<file path="src/rtl/ad_fifo_pkg.sv">
`default_nettype none
// ============================================================================
//  Module      : ad_fifo_pkg
//  Description : Shared definitions for the ad_fifo_elastic add/drop buffer:
//                default geometry, request-resolution encoding and clog2.
//  Revision    : 1.0 - initial release
// ============================================================================
package ad_fifo_pkg;

    localparam int DEFAULT_DEPTH   = 8;
    localparam int DEFAULT_RST_PTR = DEFAULT_DEPTH / 2;

    // Outcome of the add/drop request pair seen on one bit-strobe edge
    typedef enum logic [1:0] {
        REQ_NONE   = 2'd0,
        REQ_ADD    = 2'd1,
        REQ_DROP   = 2'd2,
        REQ_CANCEL = 2'd3
    } req_e;

    // Ceiling log2, usable in parameter defaults
    function automatic int clog2(input int value);
        int r;
        r = 0;
        while ((1 << r) < value) begin
            r = r + 1;
        end
        return r;
    endfunction

endpackage : ad_fifo_pkg
`default_nettype wire

</file>
<file path="src/rtl/ad_fifo_ptr_ctrl.sv">
`default_nettype none
// ============================================================================
//  Module      : ad_fifo_ptr_ctrl
//  Description : Tap-pointer controller for the elastic bit buffer. Resolves
//                add/drop requests, moves a saturating pointer, raises the
//                one-cycle acks, keeps the sticky ovf/udf flags and derives
//                the near_full / near_empty flags.
//  Revision    : 1.0 - initial release
// ============================================================================
module ad_fifo_ptr_ctrl
    import ad_fifo_pkg::*;
#(
    parameter int DEPTH       = DEFAULT_DEPTH,
    parameter int PTR_W       = clog2(DEPTH),
    parameter int RST_PTR     = DEFAULT_RST_PTR,
    parameter int NEAR_MARGIN = 1
) (
    input  logic             clk,
    input  logic             reset,
    input  logic             en,
    input  logic             add_req,
    input  logic             drop_req,
    input  logic             clr_flags,
    output logic [PTR_W-1:0] ptr,
    output logic             add_ack,
    output logic             drop_ack,
    output logic             near_full,
    output logic             near_empty,
    output logic             ovf,
    output logic             udf
);

    localparam logic [PTR_W-1:0] C_PTR_MAX   = PTR_W'(DEPTH - 1);
    localparam logic [PTR_W-1:0] C_PTR_RST   = PTR_W'(RST_PTR);
    localparam logic [PTR_W-1:0] C_FULL_TH   = PTR_W'(DEPTH - 1 - NEAR_MARGIN);
    localparam logic [PTR_W-1:0] C_EMPTY_TH  = PTR_W'(NEAR_MARGIN);

    req_e             w_req;
    logic [PTR_W-1:0] ptr_d, ptr_q;
    logic             add_ack_d, add_ack_q;
    logic             drop_ack_d, drop_ack_q;
    logic             ovf_d, ovf_q;
    logic             udf_d, udf_q;

    // Classify the request pair; requests only count on bit-strobe edges
    always_comb begin
        w_req = REQ_NONE;
        if (en) begin
            case ({add_req, drop_req})
                2'b10:   w_req = REQ_ADD;
                2'b01:   w_req = REQ_DROP;
                2'b11:   w_req = REQ_CANCEL;
                default: w_req = REQ_NONE;
            endcase
        end
    end

    // Next pointer, acks and sticky flags; a new event on the same edge as
    // clr_flags wins because it is applied after the clear
    always_comb begin
        ptr_d      = ptr_q;
        add_ack_d  = 1'b0;
        drop_ack_d = 1'b0;
        ovf_d      = clr_flags ? 1'b0 : ovf_q;
        udf_d      = clr_flags ? 1'b0 : udf_q;
        case (w_req)
            REQ_ADD: begin
                if (ptr_q != C_PTR_MAX) begin
                    ptr_d     = ptr_q + 1'b1;
                    add_ack_d = 1'b1;
                end else begin
                    ovf_d = 1'b1;
                end
            end
            REQ_DROP: begin
                if (ptr_q != '0) begin
                    ptr_d      = ptr_q - 1'b1;
                    drop_ack_d = 1'b1;
                end else begin
                    udf_d = 1'b1;
                end
            end
            default: begin
                ptr_d = ptr_q;
            end
        endcase
    end

    // Pointer, ack and flag registers
    always_ff @(posedge clk) begin
        if (reset) begin
            ptr_q      <= C_PTR_RST;
            add_ack_q  <= 1'b0;
            drop_ack_q <= 1'b0;
            ovf_q      <= 1'b0;
            udf_q      <= 1'b0;
        end else begin
            ptr_q      <= ptr_d;
            add_ack_q  <= add_ack_d;
            drop_ack_q <= drop_ack_d;
            ovf_q      <= ovf_d;
            udf_q      <= udf_d;
        end
    end

    assign ptr        = ptr_q;
    assign add_ack    = add_ack_q;
    assign drop_ack   = drop_ack_q;
    assign ovf        = ovf_q;
    assign udf        = udf_q;
    assign near_full  = (ptr_q >= C_FULL_TH);
    assign near_empty = (ptr_q <= C_EMPTY_TH);

endmodule : ad_fifo_ptr_ctrl
`default_nettype wire

</file>
<file path="src/rtl/ad_fifo_elastic.sv">
`default_nettype none
// ============================================================================
//  Module      : ad_fifo_elastic
//  Description : Add/drop elastic bit buffer for the USB2 receive path. A
//                DEPTH-stage shift line is tapped at a movable pointer so the
//                stream delay can grow or shrink by one bit at a time.
//                Optional macro AD_FIFO_INSERT_INVERT_EN: the bit inserted by
//                an add is the complement of the repeated bit.
//  Revision    : 1.0 - initial release
// ============================================================================
module ad_fifo_elastic
    import ad_fifo_pkg::*;
#(
    parameter int DEPTH       = DEFAULT_DEPTH,
    parameter int PTR_W       = clog2(DEPTH),
    parameter int RST_PTR     = DEPTH / 2,
    parameter int NEAR_MARGIN = 1
) (
    input  logic             clk,
    input  logic             reset,
    input  logic             en,
    input  logic             din,
    input  logic             add_req,
    input  logic             drop_req,
    input  logic             clr_flags,
    output logic             dout,
    output logic             add_ack,
    output logic             drop_ack,
    output logic [PTR_W-1:0] ptr,
    output logic             near_full,
    output logic             near_empty,
    output logic             ovf,
    output logic             udf
);

    logic [DEPTH-1:0] sr_d, sr_q;
    logic             w_tap;

    ad_fifo_ptr_ctrl #(
        .DEPTH       (DEPTH),
        .PTR_W       (PTR_W),
        .RST_PTR     (RST_PTR),
        .NEAR_MARGIN (NEAR_MARGIN)
    ) u_ptr_ctrl (
        .clk        (clk),
        .reset      (reset),
        .en         (en),
        .add_req    (add_req),
        .drop_req   (drop_req),
        .clr_flags  (clr_flags),
        .ptr        (ptr),
        .add_ack    (add_ack),
        .drop_ack   (drop_ack),
        .near_full  (near_full),
        .near_empty (near_empty),
        .ovf        (ovf),
        .udf        (udf)
    );

    // Shift line advances one position per bit strobe
    always_comb begin
        sr_d = sr_q;
        if (en) begin
            sr_d = {sr_q[DEPTH-2:0], din};
        end
    end

    // Shift line register
    always_ff @(posedge clk) begin
        if (reset) begin
            sr_q <= '0;
        end else begin
            sr_q <= sr_d;
        end
    end

    assign w_tap = sr_q[ptr];

`ifdef AD_FIFO_INSERT_INVERT_EN
    // add_ack is high exactly on the cycle carrying the inserted bit, so it
    // doubles as the invert register and forces a transition there
    assign dout = w_tap ^ add_ack;
`else
    assign dout = w_tap;
`endif

endmodule : ad_fifo_elastic
`default_nettype wire

</file>
<file path="config.mk">
export PLATFORM = sky130hd
export DESIGN_NAME = ad_fifo_elastic
export DESIGN_NICKNAME = d
export VERILOG_FILES = /design/src/rtl/ad_fifo_pkg.sv /design/src/rtl/ad_fifo_ptr_ctrl.sv /design/src/rtl/ad_fifo_elastic.sv
export SDC_FILE = /design/constraint.sdc
export NUM_CORES = 1
export LEC_CHECK = 0
export CORE_MARGIN = 4
export CORE_UTILIZATION = 50
export CTS_BUF_LIST = sky130_fd_sc_hd__clkbuf_4 sky130_fd_sc_hd__clkbuf_8
export DETAILED_ROUTE_END_ITERATION = 12
export GPL_TIMING_DRIVEN = 0
export PLACE_DENSITY = 0.8
export REMOVE_ABC_BUFFERS = 1
export SLEW_MARGIN = 10
export SYNTH_ARGS = -nofsm -noshare
export SYNTH_HDL_FRONTEND = slang
export SYNTH_SLANG_ARGS = --single-unit
</file>
<file path="constraint.sdc">
create_clock -name clk -period 2.3 [get_ports clk]
set_clock_uncertainty 0.15 [all_clocks]
set_input_delay 0.46 -clock clk [delete_from_list [all_inputs] [get_ports clk]]
set_output_delay 0.46 -clock clk [all_outputs]
set_load 0.02 [all_outputs]
</file>
==> impl_metrics.csv, run 1 <==
group,metric,value,unit
outcome,outcome,"finished, final reports clean",
yosys,synth_area_per_cell,9.99,um2
clocking,postCtsSetupRepairBufs,0,
setup_path,cpPeakStageDelay,0.63,ns
route,wirelength,1410,um
floorplanning,coreArea,0.00137,mm2
timing,slew_viol_final,0,
grt,grt_overflow,0,
timing,hold_viol_final,0,
power_and_ir_drop,power.total,568,uW
clocking,holdBufCountCts,0,
placed_design,placed_area,930,um2
setup_path,crit_type,"flop to primary output",
clocking,clkTransAtPathRegs,0.09,ns
setup_path,rr_worst_depth,5,
grt,antenna_found_initial,0,
route,first_pass_iters,4,
timing,period_share,0.958,
layout,finalInstanceArea,957,um2
placed_design,gp_congestion,0.720,
layout,drive_gt1_frac,0.106,
setup_path,slowest_stage,"clkdlybuf4s50_1",
floorplanning,die_area,0.00221,mm2
layout,antennaDiodeCount,0,
timing,slew_headroom,0.655,
timing,rsz0062_at_grt,"false",
power_and_ir_drop,powerDensity,593,mW/mm2
route,via_count,588,
clocking,htree_levels,1,
setup_path,crit_path_start_kind,"flop",
route,viasPerCell,5.39,
clocking,cts-root-buf,"clkbuf_4",
clocking,clkSinkCount,15,
grt,grt_start_max_net_pins,16,
grt,grt_first_pass_wirelength,2290,um
clocking,clk_path_buf_depth,2,
floorplanning,initial_core_util,0.556,
placed_design,io_buffer_count,16,
yosys,synth_seq_cells,15,
power_and_ir_drop,ir_worst_vdd,0.000440,V
setup_path,critPathArrivalTime,1.59,ns
yosys,synthesis.area,759,um2
min_path,holdCritPathClass,"flop to flop",
placed_design,dpl.hpwl,1050,um
route,drt_iter0_markers,1,
timing,period_minus_slack,2.20,ns
setup_path,crit_path_end_kind,"primary output",
setup_path,r2r-start,"u_ptr_ctrl.ptr[0]",
job,maxCapViolCount,0,
floorplanning,die_x,47.0,um
timing,setup_viol,0,
route,drtAntennaViolNets,0,
setup_path,worstPathRequired,1.69,ns
grt,grt_use_total,0.147,
power_and_ir_drop,power.leakage,0.000429,uW
floorplanning,rows,13,
yosys,ys.warnings.count,0,
setup_path,cp-startpoint,"u_ptr_ctrl.ptr[2]",
clocking,cts_tree,"built",
yosys,netlist_instances,76,
floorplanning,chipHeight,47.0,um
timing,hold_slack,0.327,ns
layout,final_net_count,109,
grt,first_global_vias,573,
setup_path,worstSetupEndpoint,"near_full",
floorplanning,boundaryPins,17,
layout,area_growth,26.0,%
route,drcViolationCount,0,
clocking,numCtsBuffers,3,
clocking,clk_latency,0.28,ns
yosys,yosysSeqAreaShare,0.395,
timing,tightest_slew,0.518,ns
timing,tns,0,ns
setup_path,path_cells,"inv_1, nor2_1, clkdlybuf4s50_1",
setup_path,r2r-end,"u_ptr_ctrl.ptr[2]",
setup_path,r2r_setup_slack,0.62,ns
setup_path,worst-path-max-fanout,7,
yosys,ys_types,21,
timing,fmax,0.454,GHz
route,wl_per_cell,12.9,um
## worst max-delay path, delay by kind of cell, from the launching register on
family / cells / cell delay (ns)
AND/OR/NAND/NOR: 1 / 0.15
flip-flops: 1 / 0.42
buffers and inverters: 2 / 0.74
## timing repair
item / CTS / global route
gates resized for setup: 4 / 4
endpoints found under the setup margin: 2 / 2
pin swaps: 0 / 0
## where the power goes
group / internal [uW] / switching (uW) / leakage [uW]
clock network: 64.5 / 84.9 / 0.0000177
registers: 271 / 14.7 / 0.000123
logic: 66.6 / 65.6 / 0.000288
total: 402 / 165 / 0.000429
## registers in the layout, indices dropped and copies added (netlist names)
signal	flops
u_ptr_ctrl.drop_ack	1
sr_q	8
u_ptr_ctrl.add_ack	1
u_ptr_ctrl.ovf	1
u_ptr_ctrl.ptr	3
u_ptr_ctrl.udf	1
## how the worst min path moves through the flow
stage	start	endpoint	slack (ns)	cells after the start
final	u_ptr_ctrl.ovf	u_ptr_ctrl.ovf	0.33	2
after global routing	u_ptr_ctrl.ovf	u_ptr_ctrl.ovf	0.36	2
after CTS	u_ptr_ctrl.ovf	u_ptr_ctrl.ovf	0.33	2
after detailed placement	u_ptr_ctrl.ovf	u_ptr_ctrl.ovf	0.32	2
after global placement	u_ptr_ctrl.ovf	u_ptr_ctrl.ovf	0.31	2
after floorplan	sr_q[7]	sr_q[7]	0.30	2
## routing by layer
metal  up-vias  GRT usage  routed length [um]
met4         0     0.0497                   7
li1        296          -                   -
met5         -          0                   0
met3         2     0.0230                  94
met2        15      0.287                 729
met1       275      0.156                 575
## synthesized netlist by cell type (all sizes together)
master	number	share of area
o2111ai	1	0.012
clkbuf	1	0.0049
xnor2	2	0.023
dfxtp	15	0.40
nand3b	1	0.026
a211oi	1	0.0099
mux4	2	0.069
nor3b	1	0.0099
nor2	12	0.059
buf	1	0.0066
a21o	1	0.0099
mux2i	8	0.11
and2	1	0.0082
a311oi	1	0.012
nand2	5	0.025
a21oi	6	0.044
nand2b	2	0.016
a311o	1	0.013
ha	7	0.12
inv	7	0.035
## stage by stage
stage	std cells	utilization	setup slack, ns
after CTS	109	0.701	0.00777
after floorplan	74	-	0.412
after global placement	105	0.680	-0.303
final	109	0.701	0.0975
after detailed placement	105	0.680	-0.320
after global routing	109	0.701	0.0230
## cell families after synthesis
| logic type | count (synthesis) | share of synthesized area |
|---|---|---|
| DFF | 15 | 0.395 |
| AOI/OAI and AO/OA | 11 | 0.101 |
| muxes | 10 | 0.175 |
| adders and majority gates | 7 | 0.115 |
| and+or+nand+nor | 22 | 0.145 |
| buffers and inverters | 9 | 0.0461 |
| xor gates and xnor gates | 2 | 0.0231 |
## final cells by class
cell class                      instances  area (um2)
Multi-Input combinational cell         52         424
Fill cell                             118         409
Tap cell                               15        18.8
Clock buffer                            3        22.5
Sequential cell                        15         307
Clock inverter                          1        5.00
Timing Repair Buffer                   16         154
Inverter                                7        26.3
## placed cells by master, fill, tap and decap left out, types with 2 or more instances in the layout
cell	instances
nand2_1	5
nor2_1	12
dfxtp_2	2
inv_1	7
xnor2_1	2
mux2i_1	8
clkdlybuf4s50_1	14
clkbuf_4	3
dfxtp_1	12
ha_1	7
nand2b_1	2
a21oi_1	5
mux4_1	2
Note: power is estimated with default switching activity, not from simulation.
==> run 2: changes to the inputs <==
PLACE_DENSITY = 0.78   (was 0.8)
==> run 2 against run 1 <==
  * Sequential cell count stayed put
  * Critical path type unchanged
  * Largest power group unchanged
  * Die area unchanged
  * Wire length rose by 3.2%
==> impl_metrics.csv, run 2 (synthesized netlist as in run 1, its figures left out) <==
group,metric,value,unit
grt,first_global_vias,560,
power_and_ir_drop,ir_worst_vdd,0.000317,V
setup_path,r2r-start,"u_ptr_ctrl.ptr[1]",
floorplanning,die_area,0.00221,mm2
setup_path,critPathArrivalTime,1.59,ns
clocking,holdBufCountCts,0,
setup_path,cpPeakStageDelay,0.61,ns
setup_path,rr_worst_depth,5,
power_and_ir_drop,power.total,581,uW
power_and_ir_drop,power.leakage,0.000429,uW
placed_design,dpl.hpwl,1110,um
min_path,hold_start,"u_ptr_ctrl.udf",
setup_path,crit_path_end_kind,"primary output",
timing,period_minus_slack,2.20,ns
layout,area_growth,26.2,%
setup_path,crit_path_start_kind,"flop",
route,first_pass_iters,6,
placed_design,dp_slack,-0.380,ns
layout,fillers,114,
grt,grt_overflow,0,
route,wirelength,1450,um
setup_path,worst-path-max-fanout,7,
floorplanning,rows,13,
setup_path,cp-startpoint,"u_ptr_ctrl.ptr[1]",
job,maxCapViolCount,0,
clocking,clkTransAtPathRegs,0.09,ns
route,viasPerCell,5.35,
floorplanning,coreArea,0.00137,mm2
layout,layout_common_cells,"clkdlybuf4s50_1 (14), dfxtp_1 (13), nor2_1 (12)",
power_and_ir_drop,switching_share,0.284,
grt,antenna_found_initial,0,
placed_design,gp_congestion,0.748,
power_and_ir_drop,p_seq_frac,0.490,
power_and_ir_drop,p_clk_frac,0.282,
layout,largest_reg_flops,8,
floorplanning,die_x,47.0,um
layout,final_common_cell,"clkdlybuf4s50_1",
floorplanning,boundaryPins,17,
min_path,holdPathStages,2,
timing,rsz0062_at_grt,"false",
timing,hold_slack,0.325,ns
power_and_ir_drop,p_comb_frac,0.228,
route,via_count,583,
grt,grt_start_max_net_pins,16,
setup_path,worstPathRequired,1.69,ns
grt,grt_first_pass_wirelength,2370,um
timing,fmax,0.454,GHz
power_and_ir_drop,powerDensity,606,mW/mm2
setup_path,slowest_stage,"clkdlybuf4s50_1",
placed_design,io_buffer_count,16,
power_and_ir_drop,p_switching,165,uW
layout,drive_gt1_frac,0.0957,
timing,setup_viol,0,
clocking,numCtsBuffers,3,
clocking,clkSinkCount,15,
layout,final_net_count,109,
timing,slew_viol_final,0,
timing,finalWorstSetupSlack,0.0959,ns
power_and_ir_drop,intPower,416,uW
timing,period_share,0.958,
route,drt_iter0_markers,6,
setup_path,path_cells,"inv_1, nor2_1, clkdlybuf4s50_1",
outcome,outcome,"finished, final reports clean",
timing,slew_headroom,0.640,
timing,hold_viol_final,0,
clocking,clk_latency,0.29,ns
clocking,clk_path_buf_depth,2,
timing,tightest_slew,0.538,ns
floorplanning,chipHeight,47.0,um
clocking,cts-root-buf,"clkbuf_4",
layout,antennaDiodeCount,0,
clocking,htree_levels,1,
layout,max_flop_register,"sr_q",
route,wl_per_cell,13.3,um
route,drcViolationCount,0,
grt,grt_use_total,0.154,
min_path,holdCritPathClass,"flop to flop",
setup_path,crit_type,"flop to primary output",
clocking,cts_tree,"built",
floorplanning,initial_core_util,0.556,
route,drtAntennaViolNets,0,
## run 2: power groups by stage
stage	Sequential (uW)	Combinational, uW	Clock (uW)
2_1_floorplan	297	71.4	0
3_3_place_gp	290	131	0
3_5_place_dp	290	135	0
4_1_cts	284	134	169
5_1_grt	287	144	182
6_report	285	133	164
## run 2: timing repair
item | CTS | global route
gates resized for setup | 4 | 3
setup buffers | 0 | 0
gates cloned | 0 | 0
setup endpoints to repair | 2 | 2
## run 2: through the flow
stage / instance area [um2] / util / TNS (ns) / cells
2_1_floorplan: 751 / - / 0 / 74
3_3_place_gp: 930 / 0.680 / -0.764 / 105
3_5_place_dp: 930 / 0.680 / -0.857 / 105
4_1_cts: 961 / 0.703 / 0 / 109
5_1_grt: 958 / 0.701 / 0 / 109
6_report: 958 / 0.701 / 0 / 109
## run 2: cell type report
class | count | area [um2] | area share
clock buffer | 4 | 30.0 | 0.0313
inverter | 7 | 26.3 | 0.0274
multi-input combinational | 52 | 424 | 0.443
sequential | 15 | 305 | 0.319
tap | 15 | 18.8 | 0.0196
timing repair buffer | 16 | 154 | 0.161
## run 2: metal layers
layer  vias to the layer above  track usage  share of wire
met4                         0       0.0331         0.0096
met3                         2       0.0690          0.067
met5                         -            0              0
met1                       268        0.159           0.41
met2                        16        0.285           0.51
li1                        297            -              -
## run 2: critical path, delay by kind of cell, from the launching register on
family / cells / cell delay, ns
buffers and inverters: 2 / 0.73
DFF: 1 / 0.45
and+or+nand+nor: 1 / 0.12
## run 2: path summary, 6_finish.rpt
kind | end | slack (ns)
setup / recovery | near_full | 0.1
hold / removal | u_ptr_ctrl.udf | 0.33
setup reg to reg | u_ptr_ctrl.ptr[2] | 0.56
hold reg to reg | u_ptr_ctrl.udf | 0.33
==> run 3: changes to the inputs <==
CORE_UTILIZATION = 45   (was 50)
PLACE_DENSITY = 0.72   (was 0.78)
==> run 3 against run 2 <==
  * Critical path depth rose by 3
  * Sequential cell count did not move
  * Die area is 9.2% higher
  * Largest cell class unchanged
  * Highest routed layer unchanged
==> impl_metrics.csv, run 3 (synthesized netlist as in run 1, its figures left out) <==
group,metric,value,unit
outcome,outcome,"finished, final reports clean",
setup_path,crit_path_end_kind,"flop",
floorplanning,boundaryPins,17,
setup_path,cp-startpoint,"en",
placed_design,dpl.hpwl,1070,um
power_and_ir_drop,ir_worst_vdd,0.000357,V
floorplanning,die_area,0.00241,mm2
setup_path,rr_worst_depth,5,
timing,hold_slack,0.325,ns
setup_path,worstPathRequired,2.32,ns
timing,setup_viol,0,
grt,grt_util_met2,0.241,
setup_path,r2r_setup_slack,0.59,ns
layout,final_net_count,109,
clocking,cts-root-buf,"clkbuf_4",
timing,period_minus_slack,2.11,ns
floorplanning,rows,14,
layout,layout_common_cells,"clkdlybuf4s50_1 (14), nor2_1 (12), dfxtp_1 (12)",
layout,final_common_cell,"clkdlybuf4s50_1",
power_and_ir_drop,power.leakage,0.000429,uW
route,drcViolationCount,0,
route,first_pass_iters,2,
clocking,clk_latency,0.27,ns
setup_path,critPathArrivalTime,2.12,ns
power_and_ir_drop,p_comb_frac,0.237,
clocking,cts_tree,"built",
setup_path,r2r-start,"u_ptr_ctrl.ptr[0]",
timing,slew_headroom,0.635,
layout,largest_reg_flops,8,
timing,hold_viol_final,0,
placed_design,gp_congestion,0.750,
route,wl_per_cell,12.6,um
power_and_ir_drop,p_seq_frac,0.507,
route,wirelength,1390,um
job,maxCapViolCount,0,
layout,fillers,151,
setup_path,crit_type,"input port to flop",
grt,grt_start_max_net_pins,16,
layout,max_flop_register,"sr_q",
floorplanning,coreArea,0.00156,mm2
grt,antenna_found_initial,0,
floorplanning,chipHeight,49.1,um
placed_design,dp.cells,106,
clocking,clk_path_buf_depth,2,
floorplanning,initial_core_util,0.487,
grt,grt_use_met1,0.127,
route,viasPerCell,5.24,
setup_path,worst-path-max-fanout,10,
power_and_ir_drop,p_clk_frac,0.257,
setup_path,crit_path_start_kind,"input port",
grt,grt_first_pass_wirelength,2410,um
route,drt_iter0_markers,3,
clocking,htree_levels,1,
grt,grt_overflow,0,
timing,finalWorstSetupSlack,0.195,ns
min_path,holdPathStages,2,
timing,fmax,0.475,GHz
layout,area_growth,26.2,%
timing,slew_viol_final,0,
layout,antennaDiodeCount,0,
grt,first_global_vias,580,
timing,rsz0062_at_grt,"false",
power_and_ir_drop,switching_share,0.285,
setup_path,worstSetupEndpoint,"u_ptr_ctrl.ptr[2]",
power_and_ir_drop,intPower,402,uW
clocking,numCtsBuffers,3,
power_and_ir_drop,p_switching,160,uW
grt,gr-usage-met3,0.0306,
setup_path,r2r-end,"u_ptr_ctrl.ptr[2]",
power_and_ir_drop,powerDensity,587,mW/mm2
placed_design,io_buffer_count,16,
clocking,clkTransAtPathRegs,0.09,ns
grt,grt.busiest_layer,"met2",
grt,grt_use_total,0.129,
placed_design,dp_slack,-0.364,ns
timing,period_share,0.915,
floorplanning,die_x,49.1,um
layout,final_cells,110,
min_path,holdCritPathClass,"flop to flop",
route,drtAntennaViolNets,0,
route,via_count,576,
clocking,clkSinkCount,15,
layout,drive_gt1_frac,0.106,
timing,tightest_slew,0.548,ns
==> run 3: changes by cell type in the layout (fill, tap and decap cells not counted), sizes merged <==
cell    previous run  this run
clkbuf             5         4
clkinv             0         1
==> run 3: worst min-delay path by stage <==
stage / start / to
floorplan: sr_q[7] / sr_q[7]
global route: u_ptr_ctrl.udf / u_ptr_ctrl.udf
global placement: u_ptr_ctrl.ovf / u_ptr_ctrl.ovf
detailed placement: u_ptr_ctrl.ovf / u_ptr_ctrl.ovf
finish: u_ptr_ctrl.ovf / u_ptr_ctrl.ovf
CTS: u_ptr_ctrl.ovf / u_ptr_ctrl.ovf
==> run 3: power by group through the flow <==
stage / Sequential [uW] / Clock (uW) / Combinational (uW)
floorplan: 297 / 0 / 71.4
global placement: 290 / 0 / 131
detailed placement: 291 / 0 / 134
CTS: 284 / 154 / 134
global route: 287 / 168 / 145
finish: 285 / 144 / 133
==> run 3: through the flow <==
stage | setup TNS, ns | power, uW | cell area (um2) | util
detailed placement | -0.925 | 425 | 931 | 0.597
global route | 0 | 601 | 958 | 0.615
global placement | -0.750 | 421 | 931 | 0.597
CTS | 0 | 572 | 960 | 0.616
finish | 0 | 563 | 958 | 0.615
floorplan | 0 | 368 | 751 | -
==> run 3: cell type report <==
type / instances / area, um2 / share of cell area
Clock buffer: 3 / 22.5 / 0.0235
Clock inverter: 1 / 5.00 / 0.00522
Inverter: 7 / 26.3 / 0.0274
Multi-Input combinational cell: 52 / 424 / 0.443
Sequential cell: 15 / 307 / 0.320
Tap cell: 16 / 20.0 / 0.0209
Timing Repair Buffer: 16 / 154 / 0.161
==> run 3: layer usage <==
layer  vias up  share of wire  wire (um)
li1        297              -          -
met1       264           0.45        620
met2        13           0.50        688
met3         2          0.047         65
met4         0         0.0072         10
met5         -              0          0
==> run 3: timing repair <==
item	CTS	global route
hold buffers	0	0
resized for setup	4	4
buffers inserted	0	0
hold endpoints to repair	0	0
endpoints found under the setup margin	3	2
==> run 3: worst max-delay path, cell delays in order <==
cell	delay, ns
dlygate4sd2_1	0.55
and2_1	0.24
ha_1	0.24
a21oi_2	0.24
nor2_1	0.08
a311o_1	0.31
